**config.mk**
```make
export PLATFORM = sky130hd
export DESIGN_NAME = seq_detect_param
export DESIGN_NICKNAME = d
export VERILOG_FILES = /design/src/rtl/seq_detect_param.sv
export SDC_FILE = /design/constraint.sdc
export NUM_CORES = 1
export LEC_CHECK = 0
export ABC_AREA = 1
export BUFFER_PORTS_ARGS = -buffer_cell sky130_fd_sc_hd__buf_2
export CORE_ASPECT_RATIO = 1.4
export CORE_MARGIN = 3
export CORE_UTILIZATION = 55
export CTS_BUF_LIST = sky130_fd_sc_hd__clkbuf_8 sky130_fd_sc_hd__clkbuf_16
export DETAILED_ROUTE_END_ITERATION = 10
export PLACE_DENSITY = 0.77
export SYNTH_ARGS = -nofsm -noshare
export SYNTH_HDL_FRONTEND = slang
export SYNTH_SLANG_ARGS = --single-unit
```
**constraint.sdc**
```tcl
create_clock -name clock -period 2.8 [get_ports clock]
set_clock_uncertainty 0.2 [all_clocks]
set_input_delay 0.42 -clock clock [delete_from_list [all_inputs] [get_ports clock]]
set_output_delay 0.42 -clock clock [all_outputs]
set_load 0.005 [all_outputs]
```
**src/rtl/seq_detect_param.sv**
```systemverilog
// seq_detect_param: runtime-programmable serial bit-sequence detector.
// The pattern, its length (1..MAX_LEN) and overlap mode are loaded at run time.
// A registered one-cycle match pulse and a saturating match counter are produced.
// Optional feature macro SEQ_DETECT_MASK_EN adds a per-bit care_mask input.
// The mask is latched on a legal load. Cleared mask bits are don't-care in the compare.
module seq_detect_param #(
    parameter int MAX_LEN = 8,
    parameter int LEN_W   = 4,
    parameter int CNT_W   = 8
) (
    input  logic               clock,
    input  logic               reset,
    input  logic               load,
    input  logic [MAX_LEN-1:0] pattern,
    input  logic [LEN_W-1:0]   pat_len,
    input  logic               overlap,
    input  logic               in_valid,
    input  logic               sequence_in,
    input  logic               clr_count,
`ifdef SEQ_DETECT_MASK_EN
    input  logic [MAX_LEN-1:0] care_mask,
`endif
    output logic               detector_out,
    output logic [CNT_W-1:0]   match_count,
    output logic               armed,
    output logic               cfg_err
);

    typedef enum logic {
        IDLE = 1'b0,
        RUN  = 1'b1
    } stateT;

    localparam logic [LEN_W-1:0] MaxLenL = LEN_W'(MAX_LEN);

    stateT              state_q, state_d;
    logic [MAX_LEN-1:0] cfgPattern_q, cfgPattern_d;
    logic [LEN_W-1:0]   cfgLen_q, cfgLen_d;
    logic               cfgOverlap_q, cfgOverlap_d;
    logic [MAX_LEN-1:0] history_q, history_d;
    logic [LEN_W-1:0]   fill_q, fill_d;
    logic               detect_q, detect_d;
    logic               cfgErr_q, cfgErr_d;
    logic [CNT_W-1:0]   count_q, count_d;

    logic [MAX_LEN-1:0] careMask;
    logic [MAX_LEN-1:0] lenMask;
    logic [MAX_LEN-1:0] shiftedHistory;
    logic [LEN_W-1:0]   bumpedFill;
    logic               loadLegal;
    logic               patternHit;

`ifdef SEQ_DETECT_MASK_EN
    logic [MAX_LEN-1:0] cfgMask_q, cfgMask_d;
    assign careMask = cfgMask_q;
`else
    assign careMask = '1;
`endif

    assign loadLegal      = (pat_len != '0) && (pat_len <= MaxLenL);
    assign shiftedHistory = {history_q[MAX_LEN-2:0], sequence_in};
    assign bumpedFill     = (fill_q >= MaxLenL) ? MaxLenL : fill_q + LEN_W'(1);

    // Select only the bit positions that belong to the active pattern length.
    always_comb begin
        lenMask = '0;
        for (int i = 0; i < MAX_LEN; i++) begin
            lenMask[i] = (i < int'(cfgLen_q));
        end
    end

    // A match needs enough fresh bits and agreement on every cared-for position.
    assign patternHit = ((((shiftedHistory ^ cfgPattern_q) & careMask & lenMask) == '0)
                         && (bumpedFill >= cfgLen_q));

    // Next-state, configuration, history/fill and counter updates.
    always_comb begin
        state_d      = state_q;
        cfgPattern_d = cfgPattern_q;
        cfgLen_d     = cfgLen_q;
        cfgOverlap_d = cfgOverlap_q;
        history_d    = history_q;
        fill_d       = fill_q;
        detect_d     = 1'b0;
        cfgErr_d     = 1'b0;
        count_d      = count_q;
`ifdef SEQ_DETECT_MASK_EN
        cfgMask_d    = cfgMask_q;
`endif

        unique case (state_q)
            IDLE: begin
                if (load && loadLegal) begin
                    state_d = RUN;
                end
            end
            RUN: begin
                state_d = RUN;
            end
            default: begin
                state_d = IDLE;
            end
        endcase

        if (load) begin
            if (loadLegal) begin
                cfgPattern_d = pattern;
                cfgLen_d     = pat_len;
                cfgOverlap_d = overlap;
                history_d    = '0;
                fill_d       = '0;
`ifdef SEQ_DETECT_MASK_EN
                cfgMask_d    = care_mask;
`endif
            end else begin
                cfgErr_d = 1'b1;
            end
        end else if ((state_q == RUN) && in_valid) begin
            history_d = shiftedHistory;
            fill_d    = bumpedFill;
            if (patternHit) begin
                detect_d = 1'b1;
                if (!cfgOverlap_q) begin
                    fill_d = '0;
                end
            end
        end

        if (clr_count) begin
            count_d = '0;
        end else if (detect_d && (count_q != '1)) begin
            count_d = count_q + CNT_W'(1);
        end
    end

    // FSM state register.
    always_ff @(posedge clock or posedge reset) begin
        if (reset) begin
            state_q <= IDLE;
        end else begin
            state_q <= state_d;
        end
    end

    // Datapath registers: configuration, shift history, fill, pulses and counter.
    always_ff @(posedge clock or posedge reset) begin
        if (reset) begin
            cfgPattern_q <= '0;
            cfgLen_q     <= '0;
            cfgOverlap_q <= 1'b0;
            history_q    <= '0;
            fill_q       <= '0;
            detect_q     <= 1'b0;
            cfgErr_q     <= 1'b0;
            count_q      <= '0;
`ifdef SEQ_DETECT_MASK_EN
            cfgMask_q    <= '0;
`endif
        end else begin
            cfgPattern_q <= cfgPattern_d;
            cfgLen_q     <= cfgLen_d;
            cfgOverlap_q <= cfgOverlap_d;
            history_q    <= history_d;
            fill_q       <= fill_d;
            detect_q     <= detect_d;
            cfgErr_q     <= cfgErr_d;
            count_q      <= count_d;
`ifdef SEQ_DETECT_MASK_EN
            cfgMask_q    <= cfgMask_d;
`endif
        end
    end

    assign detector_out = detect_q;
    assign match_count  = count_q;
    assign armed        = (state_q == RUN);
    assign cfg_err      = cfgErr_q;

endmodule
```
Yosys cells after proc, flatten, opt, wreduce, memory -nomap -nowiden. Index checks and enable logic that the tools add are counted.

Output and inout bits: 11. Bits in registers: 35. Word-level logic and storage cells: 56. Input bits: 19.

Bitwise operators: 3. Multiplexer cells: 18. Magnitude comparators: 11. $add $sub $neg: 2. Reductions and logical operators: 11. Eq/ne operators: 2.

Operators by type and width (number): 2-to-1 mux 4 bit (6); 2-to-1 mux 7 bit (3); < comparator 3 x 4 -> 1 bit, first input constant (4); 2-to-1 mux 8 bit (2); adder 8 x 1 -> 8 bit, second input constant (1); AND 8 bit (1); logical NOT 8 bit (1); < comparator 1 x 4 -> 1 bit, first input constant (2); < comparator 2 x 4 -> 1 bit, first input constant (2); != test 8 bit, second input constant (1); bitwise XOR 8 bit (1); 2-to-1 mux 1 bit (6); logical AND 1 bit (5); adder 4 x 1 -> 4 bit, second input constant (1); greater-or-equal comparator 4 bit (1); greater-or-equal comparator 4 bit, second input constant (1); less-or-equal comparator 4 bit, second input constant (1); AND reduction 2 bit (2); nonzero test 2 bit (2); nonzero test 4 bit (1); != test 2 x 1 -> 1 bit, second input constant (1); one-hot mux 1 bit (2 select lines) (1); NOT 1 bit (1).

Depth between registers and ports, before layout.
Depth after elaboration: 10. Depth in mapped cells: 13. Depth with buffers taken out: 13.

Least setup slack after synthesis. Ideal clock, no wire load.

Path type: flip-flop to flip-flop. From: register fill_q[0]. To: register count_q[3] (netlist: match_count[3]). Required time: 2535 ps. Clock period less this slack: 2144 ps. Cell stages (with the launch flop): 14. Slack: 656 ps. Buffers on the path: 0. Arrival: 1878 ps. Setup time: 65 ps. Cells stage by stage: dfrtp_1 inv_1 ha_1 nand2_1 inv_1 ha_1 inv_1 o21bai_1 nand3_1 nand3_1 nand4_4 nor2_8 nand3_1 nand2_1.

Longest elaborated chain between the ends: 9. Elaborated cells on any way between the ends: 10. Classes of those cells: add/sub (1); order compare (2); mux (4); reduce/logical (3).

Ends and longest elaborated chain: start, declared (line 41) `logic [LEN_W-1:0] fill_q, fill_d;`; start signal, assigned (line 164) `fill_q <= fill_d;`; adder 4 x 1 -> 4 bit / greater-or-equal comparator 4 bit (equally long branches) (line 62) `assign bumpedFill = (fill_q >= MaxLenL) ? MaxLenL : fill_q + LEN_W'(1);`; 2-to-1 mux 4 bit (*) (line 62); greater-or-equal comparator 4 bit (*) (line 74) `&& (bumpedFill >= cfgLen_q));`; logical AND 1 bit (*) (line 74); 2-to-1 mux 1 bit (*) (line 121) `if (patternHit) begin`; 2-to-1 mux 1 bit (*) (line 118) `end else if ((state_q == RUN) && in_valid) begin`; 2-to-1 mux 1 bit (*) (line 105) `if (load) begin`; logical AND 1 bit (*) (line 131) `end else if (detect_d && (count_q != '1)) begin`; nonzero test 2 bit (no source line) (*); end signal, assigned (line 167) `count_q <= count_d;`; end, declared (line 44) `logic [CNT_W-1:0] count_q, count_d;`.

Every way passes the cells marked *; elsewhere a longest branch is shown, timed or not. A chain may end at the register's enable or synchronous reset.

Worst setup path in the final report.
From: register fill_q[0]. To: register count_q[4] (netlist: match_count[4]).

Same word-level chain as after synthesis.

==> impl_metrics.json <==
{
  "grt_pass1_wl_um": 7220,
  "cts_inserted_buffers": 5,
  "clock-sinks": 35,
  "ctsHtreeMaxLevel": 2,
  "synth_ff_type": "dfrtp_1",
  "cp_max_fo": 8,
  "fin_util": 0.659,
  "via_count": 1709,
  "fin_crit_sh": 0.848,
  "p_per_area_nw_per_um2": 576,
  "area_growth_pct": 13.1,
  "start_util": 0.583,
  "die_h_um": 77.1,
  "synth_area_sq_um": 1990,
  "cp_data_required_time_ps": 2830,
  "yosysSeqAreaShare": 0.441,
  "netlist_top_cells_area": "dfrtp_1 (44%), nand2_1 (15%), nand3_1 (8.1%), inv_1 (7.2%), ha_1 (4.4%)",
  "outcome": "complete, no violations",
  "slew_headroom": 0.687,
  "drv_cap": 0,
  "drt_iter0_drc": 59,
  "grt_max_degree": 36,
  "r2r_slack_ps": 430,
  "final_common_cell": "nand2_1",
  "layout_common_cells": "nand2_1 (77), inv_1 (39), dfrtp_1 (35), nand3_1 (32), buf_2 (29)",
  "postCtsResizedCells": 0,
  "drive_above_1_share": 0.183,
  "ios": 30,
  "num_rows": 25,
  "yosys_register_bits": 35,
  "dieArea_sq_um": 4380,
  "synth_cells": 256,
  "synth_edf_count": 0,
  "antenna_found_initial": 0,
  "drt-vias-per-instance": 5.19,
  "hold_violations": 0,
  "synth_fp_nets": 282,
  "ys_types": 25,
  "first_pass_iters": 4,
  "yosys.area.top_type": "dfrtp_1",
  "max-vdd-ir-drop_uv": 509,
  "grt_pass1_vias": 1716,
  "post_cts_buffers": 0,
  "cts_tree": "done",
  "worstSkewPairLatency_ps": 290,
  "synth_top_area_frac": 0.441,
  "path_clk_slew_ps": 60,
  "stdcell_area_sq_um": 2250,
  "endpoint_kind": "flop",
  "hp-class": "in2async",
  "timing.fmax_mhz": 421,
  "arrival_ps": 2400,
  "synth-warning-count": 0,
  "drt-total-wl_um": 3980,
  "p_leak_nw": 1.30,
  "hold_slack_ps": 17.9,
  "maxSlewViolCount": 0,
  "rsz0062_at_grt": "false",
  "gp_congestion": 0.812,
  "core_area_sq_um": 3410,
  "clockBufferDepth": 2,
  "crit_type": "reg2reg",
  "dp_hpwl_um": 2920,
  "setup_viol": 0,
  "nets": 316,
  "syn_area_per_cell_sq_um": 7.77,
  "ant_nets": 0,
  "portBuffers": 29,
  "cts-root-buf": "clkbuf_8",
  "cts_hold_buf": 0,
  "placed_area_sq_um": 2180,
  "gr-total-overflow": 0,
  "n_antenna_cell": 0,
  "startpoint_type": "flop",
  "die_w_um": 56.8,
  "setup_tns_ps": 0,
  "wl_per_cell_um": 12.1,
  "fin_crit_ps": 2370,
  "drcViolationCount": 0,
  "worst_slew_pin_slew_ps": 469,
  "ys_async_sr_fraction": 1.00,
  "grt.total_usage": 0.211
}
path summary, 6_finish.rpt:
check,from,to,cells past startpoint
worst max-delay path,fill_q[0]$_DFFE_PP0P_,match_count[4]$_DFFE_PP0P_,13
worst min-delay path,reset,cfgPattern_q[4]$_DFFE_PP0P_,3
worst max register to register,fill_q[0]$_DFFE_PP0P_,match_count[4]$_DFFE_PP0P_,13
worst min register to register,armed$_DFF_PP0_,armed$_DFF_PP0_,1
max in group asynchronous,reset,cfg_err$_DFF_PP0_,3
min in group clock,overlap,cfgOverlap_q$_DFFE_PP0P_,3
synthesized netlist by cell type, types with 2 or more instances:
master and count:
ha_1 7, buf_2 3, a21oi_1 2, o21ai_0 3
nand3_1 32, o21bai_1 5, nand2_2 2, nor2_1 12
inv_1 38, xor2_1 6, nand2_1 77, inv_2 7
o21ai_1 7, nand4_4 2, dfrtp_1 35, nor2_4 2
o22ai_1 7, nand4_1 2
critical path, stage by stage, from the launching register on:
cell and delay [ps]:
dfrtp_1 370, inv_1 80, ha_1 300, nand2_1 90
inv_1 50, ha_1 290, inv_1 40, o21bai_1 110
nand3_1 80, nand3_1 190, nand4_4 170, nor2_8 160
nand3_1 100, nand2_1 80
kinds of logic (layout without fill, tap and decap cells):
kind of cell,Yosys count,in the layout,synth area share
AOI/OAI and AO/OA,25,25,0.0755
xor gates and xnor gates,6,6,0.0264
adders and majority gates,7,7,0.0441
buffers and inverters,48,81,0.0925
DFF,35,35,0.441
and+or+nand+nor,135,135,0.321
registers in the layout, summed over array words and instances (netlist names):
signal / count
history_q: 7
cfgPattern_q: 8
match_count: 8
fill_q: 4
cfgOverlap_q: 1
detector_out: 1
cfgLen_q: 4
armed: 1
cfg_err: 1
power breakdown:
group,switching [mW],total (mW),internal (mW)
logic,0.240,0.376,0.135
clock network,0.165,0.327,0.162
registers,0.0378,0.593,0.555
total,0.443,1.30,0.852
cell type report:
class	instances	area, sq um
flip-flops and latches	35	876
clock buffers	5	68.8
repair buffers	30	153
well taps	40	50.0
inverters	45	169
multi-input cells	173	928
fillers	316	1160
clock inverters	1	3.75
per-layer routing:
layer | up-vias | global-route usage | wire [um]
li1 | 873 | - | -
met5 | - | 0 | 0
met3 | 9 | 0.0522 | 206
met2 | 40 | 0.354 | 2000
met1 | 787 | 0.246 | 1680
met4 | 0 | 0.109 | 106
stage by stage:
| step | setup slack, ps | std cells | power (mW) |
|---|---|---|---|
| 3_3_place_gp | 544 | 323 | 0.960 |
| 3_5_place_dp | 403 | 323 | 0.982 |
| 6_report | 426 | 329 | 1.30 |
| 5_1_grt | 216 | 329 | 1.39 |
| 2_1_floorplan | 656 | 256 | 0.889 |
| 4_1_cts | 395 | 329 | 1.31 |
Note: power is estimated with default switching activity, not from simulation.
